===== src/rtl/heartbeat_rx.sv =====
// Manchester receiver for the heartbeat link: recovers bit timing from an
// oversampled line and aligns bytes using the incrementing-counter payload.
//
// state     | meaning
// ----------+------------------------------------------------------------
// B_SEARCH  | no bit timing; any edge after a long gap is taken as mid-bit
// B_TRACK   | bit timing held; short-gap edges blanked, timeout drops lock
// Y_HUNT    | test every bit position for a consecutive byte pair
// Y_CONFIRM | candidate alignment found; next byte must equal exp
// Y_LOCKED  | aligned; every 8th bit emits a byte and re-checks the count
module heartbeat_rx #(
  parameter int HALF = 4
) (
  input  logic       clk,
  input  logic       rst,
  input  logic       rx_in,
  output logic [7:0] byte_out,
  output logic       byte_valid,
  output logic       bit_locked,
  output logic       byte_locked,
  output logic [7:0] err_count
);

  localparam int LONG    = (3 * HALF) / 2;
  localparam int TIMEOUT = (5 * HALF) / 2;
  localparam logic [7:0] LONG_C = 8'(LONG);
  localparam logic [7:0] TMO_C  = 8'(TIMEOUT);

  typedef enum logic {
    B_SEARCH,
    B_TRACK
  } bit_state_t;

  typedef enum logic [1:0] {
    Y_HUNT,
    Y_CONFIRM,
    Y_LOCKED
  } byte_state_t;

  logic        s1_q, s2_q, s3_q;
  logic [7:0]  ivl_q, ivl_d, ivl_inc;
  bit_state_t  bst_q, bst_d;
  byte_state_t yst_q, yst_d;
  logic [15:0] sr_q, sr_d, sr_shift;
  logic [2:0]  bc_q, bc_d;
  logic [7:0]  exp_q, exp_d;
  logic [7:0]  hi_inc, lo_inc;
  logic [7:0]  byte_out_q, byte_out_d;
  logic        byte_valid_q, byte_valid_d;
  logic        bit_locked_q, bit_locked_d;
  logic        byte_locked_q, byte_locked_d;
  logic [7:0]  err_q, err_d;
  logic        edge_det, long_gap, bit_stb, drop, byte_err;

  always_ff @(posedge clk or posedge rst) begin
    if (rst) begin
      s1_q <= 1'b0;
      s2_q <= 1'b0;
      s3_q <= 1'b0;
    end else begin
      s1_q <= rx_in;
      s2_q <= s1_q;
      s3_q <= s2_q;
    end
  end

  assign edge_det = s2_q ^ s3_q;
  assign long_gap = (ivl_q >= LONG_C);
  assign ivl_inc  = (ivl_q == 8'hFF) ? ivl_q : ivl_q + 8'd1;

  // The decoded bit is the level before the mid-bit transition, i.e. s3.
  assign sr_shift = {sr_q[14:0], s3_q};
  assign hi_inc   = sr_shift[15:8] + 8'd1;
  assign lo_inc   = sr_shift[7:0] + 8'd1;

  always_comb begin
    bst_d        = bst_q;
    ivl_d        = ivl_inc;
    bit_locked_d = bit_locked_q;
    bit_stb      = 1'b0;
    drop         = 1'b0;
    case (bst_q)
      B_SEARCH: begin
        if (edge_det) begin
          ivl_d = 8'd0;
          if (long_gap) begin
            bst_d        = B_TRACK;
            bit_locked_d = 1'b1;
            bit_stb      = 1'b1;
          end
        end
      end
      B_TRACK: begin
        if (edge_det && long_gap) begin
          ivl_d   = 8'd0;
          bit_stb = 1'b1;
        end else if (ivl_inc >= TMO_C) begin
          bst_d        = B_SEARCH;
          bit_locked_d = 1'b0;
          drop         = 1'b1;
        end
      end
      default: begin
        bst_d        = B_SEARCH;
        bit_locked_d = 1'b0;
      end
    endcase
  end

  always_comb begin
    yst_d         = yst_q;
    sr_d          = sr_q;
    bc_d          = bc_q;
    exp_d         = exp_q;
    byte_out_d    = byte_out_q;
    byte_valid_d  = 1'b0;
    byte_locked_d = byte_locked_q;
    byte_err      = 1'b0;
    if (drop) begin
      yst_d         = Y_HUNT;
      sr_d          = 16'd0;
      bc_d          = 3'd0;
      byte_locked_d = 1'b0;
    end else if (bit_stb) begin
      sr_d = sr_shift;
      bc_d = bc_q + 3'd1;
      case (yst_q)
        Y_HUNT: begin
          if (sr_shift[7:0] == hi_inc) begin
            yst_d = Y_CONFIRM;
            exp_d = lo_inc;
            bc_d  = 3'd0;
          end
        end
        Y_CONFIRM: begin
          if (bc_q == 3'd7) begin
            if (sr_shift[7:0] == exp_q) begin
              yst_d         = Y_LOCKED;
              byte_locked_d = 1'b1;
              byte_out_d    = sr_shift[7:0];
              byte_valid_d  = 1'b1;
              exp_d         = lo_inc;
            end else begin
              yst_d = Y_HUNT;
            end
          end
        end
        Y_LOCKED: begin
          if (bc_q == 3'd7) begin
            byte_out_d   = sr_shift[7:0];
            byte_valid_d = 1'b1;
            if (sr_shift[7:0] != exp_q) begin
              yst_d         = Y_HUNT;
              byte_locked_d = 1'b0;
              byte_err      = 1'b1;
            end else begin
              exp_d = lo_inc;
            end
          end
        end
        default: yst_d = Y_HUNT;
      endcase
    end
  end

  always_comb begin
    err_d = err_q;
    if ((drop || byte_err) && (err_q != 8'hFF)) begin
      err_d = err_q + 8'd1;
    end
  end

  always_ff @(posedge clk or posedge rst) begin
    if (rst) begin
      ivl_q         <= 8'd0;
      bst_q         <= B_SEARCH;
      yst_q         <= Y_HUNT;
      sr_q          <= 16'd0;
      bc_q          <= 3'd0;
      exp_q         <= 8'd0;
      byte_out_q    <= 8'd0;
      byte_valid_q  <= 1'b0;
      bit_locked_q  <= 1'b0;
      byte_locked_q <= 1'b0;
      err_q         <= 8'd0;
    end else begin
      ivl_q         <= ivl_d;
      bst_q         <= bst_d;
      yst_q         <= yst_d;
      sr_q          <= sr_d;
      bc_q          <= bc_d;
      exp_q         <= exp_d;
      byte_out_q    <= byte_out_d;
      byte_valid_q  <= byte_valid_d;
      bit_locked_q  <= bit_locked_d;
      byte_locked_q <= byte_locked_d;
      err_q         <= err_d;
    end
  end

  assign byte_out    = byte_out_q;
  assign byte_valid  = byte_valid_q;
  assign bit_locked  = bit_locked_q;
  assign byte_locked = byte_locked_q;
  assign err_count   = err_q;

endmodule


===== config.mk =====
export PLATFORM = sky130hd
export DESIGN_NAME = heartbeat_rx
export DESIGN_NICKNAME = d
export VERILOG_FILES = /design/src/rtl/heartbeat_rx.sv
export SDC_FILE = /design/constraint.sdc
export NUM_CORES = 1
export LEC_CHECK = 0
export CORE_MARGIN = 2
export CORE_UTILIZATION = 25
export DETAILED_ROUTE_END_ITERATION = 12
export HOLD_SLACK_MARGIN = 0.12
export PLACE_DENSITY = 0.53
export SLEW_MARGIN = 0
export SYNTH_ARGS = -nofsm -noshare
export SYNTH_HDL_FRONTEND = slang
export SYNTH_SLANG_ARGS = --single-unit
export TNS_END_PERCENT = 50

===== constraint.sdc =====
create_clock -name clk -period 2.7 [get_ports clk]
set_input_delay 0.54 -clock clk [delete_from_list [all_inputs] [get_ports clk]]
set_output_delay 0.54 -clock clk [all_outputs]
set_load 0.05 [all_outputs]

==> impl_summary.log <==
[metrics] post-CTS setup repair buffer count: 0
[metrics] most used cells in the layout excluding fill and tap cells: 59 x sky130_fd_sc_hd__dfrtp_1, 43 x sky130_fd_sc_hd__nand2_1, 22 x sky130_fd_sc_hd__nor2_1, 21 x sky130_fd_sc_hd__clkdlybuf4s50_1, 20 x sky130_fd_sc_hd__o21ai_0
[metrics] transition time of the tightest slew-check pin: 0.968 ns
[metrics] switching power of the nets: 0.00144 W
[metrics] number of cells produced by synthesis: 335
[metrics] register clock-pin slew on the reported worst setup and hold paths: 0.06 ns
[metrics] Clock Tree Root: sky130_fd_sc_hd__clkbuf_16
[metrics] min-delay worst type: flop to flop
[metrics] cell leakage power: 1.76 nW
[metrics] antenna violations before repair: 0
[metrics] crit-path cells: ha_1 > xnor2_1 > or4_1 > clkinv_1 > o2111ai_4 > a2111oi_4 > buf_4 > mux2_2
[metrics] Mapped Nets: 349
[metrics] Post-synth EDFFs: 0
[metrics] Final Worst Setup Slack: approximately 0.16 ns
[metrics] post-placement worst setup slack: 0.168 ns
[metrics] result of the run: finished clean
[metrics] yosys warns: 0
[metrics] final antenna-violating net count: 0
[metrics] final cycle utilization of the critical path: 94.1%
[metrics] I/O Pins: 22
[metrics] Total Routed Length: 6.95 mm
[metrics] number of inserted diodes: 0
[metrics] final cell count without fillers: about 540
[metrics] most frequent standard cell in the layout excluding fill and tap cells: sky130_fd_sc_hd__dfrtp_1
[metrics] Seq cells post-synth: 59
[metrics] endpoint arrival time on the critical path: 2.75 ns
[metrics] DRC marker count from the first detailed-route iteration: 63
[metrics] number of buffers and inverters on the critical path: 2
[metrics] clock buffer count from CTS: 9
[metrics] reported max-cap violation count: 0
[metrics] maximum single-stage delay on the critical path: 0.48 ns
[metrics] Num Clock Sinks: approximately 60
[metrics] fraction of layout instances using a drive strength above 1: 15.6%
[metrics] via count of the first global-routing pass: 2460
[metrics] worst IR drop on VDD: 0.000418 V
[metrics] starting utilization of the core area: approximately a quarter
[metrics] routability congestion estimate from global placement: 0.816
[metrics] buffers from clock root to sink, at most: 2
[metrics] horizontal die dimension: 118 µm
[metrics] main flop type after synthesis: sky130_fd_sc_hd__dfrtp_1
[metrics] library cell occupying the most area in the post-synthesis netlist: sky130_fd_sc_hd__dfrtp_1
[metrics] final worst clock skew: 0.00522 ns
[metrics] share of synthesized registers carrying an async set or reset: 100%
[metrics] Gate power share: a little over a third
[metrics] Hold Violations, Final: 0
[metrics] clock tree from TritonCTS: yes
[metrics] maximum net fanout on the critical path: 8
[metrics] largest net degree at the start of global routing: 60
[metrics] final critical delay including setup and external delays: 2.54 ns
[metrics] Area contributors post-synth: sky130_fd_sc_hd__dfrtp_1 45%, sky130_fd_sc_hd__mux2_2 5.5%, sky130_fd_sc_hd__nand2_1 4.9%
[metrics] post-synthesis instance area: 3270 µm²
[metrics] height of the chip: 118 µm
[metrics] nature of the critical path endpoint: flop
[metrics] r2r setup slk: 0.16 ns
[metrics] post-DR vias/cell: 4.58
[metrics] count of hold-fix buffers inserted at cts: 0
[metrics] normalized max-slew margin: a little over a third
[metrics] Max Fclk: roughly 0.39 GHz
[metrics] proportion of netlist area held by the largest area contributor: 45.2%
[metrics] global router's overall resource usage: 10.9%
[metrics] setup repair after global routing missed its margin: no
[metrics] HPWL after DPL: between 4 and 5 mm
[metrics] summed negative setup slack over all endpoints: 0 ns
[metrics] clock share of power: 30.5%
[metrics] final cell utilization of the core: 31.7%
[metrics] number of rows in the core area: 41
[metrics] switch share: 38.3%
[metrics] Setup violations, final: 0
[metrics] per-cell routed wire length: 12.9 µm
[metrics] count of distinct cell types in the synthesized netlist: 51
[metrics] Worst Path Required: between 2 and 3 ns
[metrics] cell internal power dissipation: ~0.0023 W
[metrics] Post-Synthesis Mean Instance Area: 9.75 µm²
[metrics] final-report max-slew violation count: 0
[metrics] kind of critical path: flop to flop
[metrics] post-CTS resize count: 0
[metrics] Pwr Density: between 900 and 1000 nW/µm²
[metrics] Area Growth Syn to Fin: 23.1%
[metrics] # port buffers: 21
[metrics] core area: 12700 µm²
[metrics] sequential fraction of the synthesis area: 45.2%
[metrics] startpoint kind of the worst setup timing path: flop
[metrics] die area: ~14000 µm²
[metrics] router iterations before antenna repair: 4
[metrics] overall via count from detail_route: 2462
[metrics] source-to-sink clock delay at the later pin of the worst-skew pair: 0.33 ns
[metrics] Worst path slowest cell: sky130_fd_sc_hd__or4_1
[metrics] Hold Worst Slack: 0.348 ns
[metrics] H-tree lvl count: 3
[metrics] kind of cell with the highest combined delay on the critical path: compound AO/OA/AOI/OAI gates
[metrics] final-stage net count: 375
[metrics] overflow left after global routing: 0
[metrics] Post-route DRC: 0
[metrics] relative contribution of sequential cells to total power: 33.5%
[metrics] Cell Count Post-Placement: 522
[metrics] wire length of the first global-routing pass: 12.3 mm
-- layout make-up --
cell class / instances / area (µm²)
Sequential cell: 59 / 1480
Timing Repair Buffer: 36 / 335
Tap cell: 172 / 215
Clock inverter: 7 / 78.8
Fill cell: 1316 / 8650
Multi-Input combinational cell: 243 / 1640
Inverter: 12 / 45.0
Clock buffer: 9 / 225
-- per-stage QoR --
step	total power (W)	instance area (µm²)
3_5_place_dp	0.00263	3710
5_1_grt	0.00402	4020
2_1_floorplan	0.00225	3270
3_3_place_gp	0.00261	3710
4_1_cts	0.00381	4020
6_report	0.00375	4020
-- sequential cells by signal, indices dropped and copies added, names as in the netlist --
name,flops
exp_q,8
bit_locked,1
bst_q,1
s2_q,1
byte_valid,1
byte_locked,1
byte_out,8
s1_q,1
err_count,8
bc_q,3
sr_q,15
s3_q,1
yst_q,2
ivl_q,8
-- worst reg2reg max path: stages, from the launching register on --
cell and delay (ns):
sky130_fd_sc_hd__dfrtp_1 0.37, sky130_fd_sc_hd__ha_1 0.27, sky130_fd_sc_hd__xnor2_1 0.14, sky130_fd_sc_hd__or4_1 0.48, sky130_fd_sc_hd__clkinv_1 0.09, sky130_fd_sc_hd__o2111ai_4 0.13
sky130_fd_sc_hd__a2111oi_4 0.36, sky130_fd_sc_hd__buf_4 0.22, sky130_fd_sc_hd__mux2_2 0.35
-- power by group through the flow --
stage	registers (W)	clock network (W)	logic (W)
finish	0.00126	0.00114	0.00135
global route	0.00129	0.00123	0.00150
CTS	0.00126	0.00118	0.00137
detailed placement	0.00127	0	0.00136
global placement	0.00127	0	0.00134
floorplan	0.00133	0	0.000923
-- path summary, 6_finish.rpt --
check | from | end | cells after the start
max in group asynchronous | rst | byte_locked$_DFFE_PP0P_ | 3
setup reg to reg | sr_q[7]$_DFFE_PP0P_ | exp_q[6]$_DFFE_PP0P_ | 8
min in group asynchronous | rst | byte_out[1]$_DFFE_PP0P_ | 3
setup / recovery | sr_q[7]$_DFFE_PP0P_ | exp_q[6]$_DFFE_PP0P_ | 8
hold reg to reg | s1_q$_DFF_PP0_ | s2_q$_DFF_PP0_ | 0
hold / removal | s1_q$_DFF_PP0_ | s2_q$_DFF_PP0_ | 0
-- cells by family (layout without fill, tap and decap cells) --
family,after synthesis,in the layout,synth area share [%]
AO/OA/AOI/OAI,70,70,15.9
flip-flops,59,59,45.2
AND/OR/NAND/NOR,117,117,16.9
buffers and inverters,33,64,4.48
XOR/XNOR,29,29,7.78
multiplexers,16,16,5.52
adder cells (fa/ha/maj),11,11,4.21
-- metal layers --
layer / wire, µm / vias to the layer above / track usage, %
li1: - / 1229 / -
met1: 3330 / 1182 / 14.2
met2: 3300 / 38 / 16.9
met3: 199 / 13 / 2.94
met4: 126 / 0 / 4.59
met5: 0 / - / 0
-- synthesized netlist by cell type (4+ instances only) --
library cell	count
sky130_fd_sc_hd__a21oi_1	9
sky130_fd_sc_hd__a31oi_1	4
sky130_fd_sc_hd__and3_1	6
sky130_fd_sc_hd__buf_2	6
sky130_fd_sc_hd__clkbuf_1	10
sky130_fd_sc_hd__dfrtp_1	59
sky130_fd_sc_hd__ha_1	11
sky130_fd_sc_hd__inv_1	11
sky130_fd_sc_hd__mux2_2	16
sky130_fd_sc_hd__nand2_1	43
sky130_fd_sc_hd__nand3_1	18
sky130_fd_sc_hd__nand4_1	4
sky130_fd_sc_hd__nor2_1	22
sky130_fd_sc_hd__nor2b_1	5
sky130_fd_sc_hd__nor3_1	5
sky130_fd_sc_hd__o21ai_0	20
sky130_fd_sc_hd__xnor2_1	13
sky130_fd_sc_hd__xor2_1	16
No activity file was read; power rests on OpenSTA's default activity.
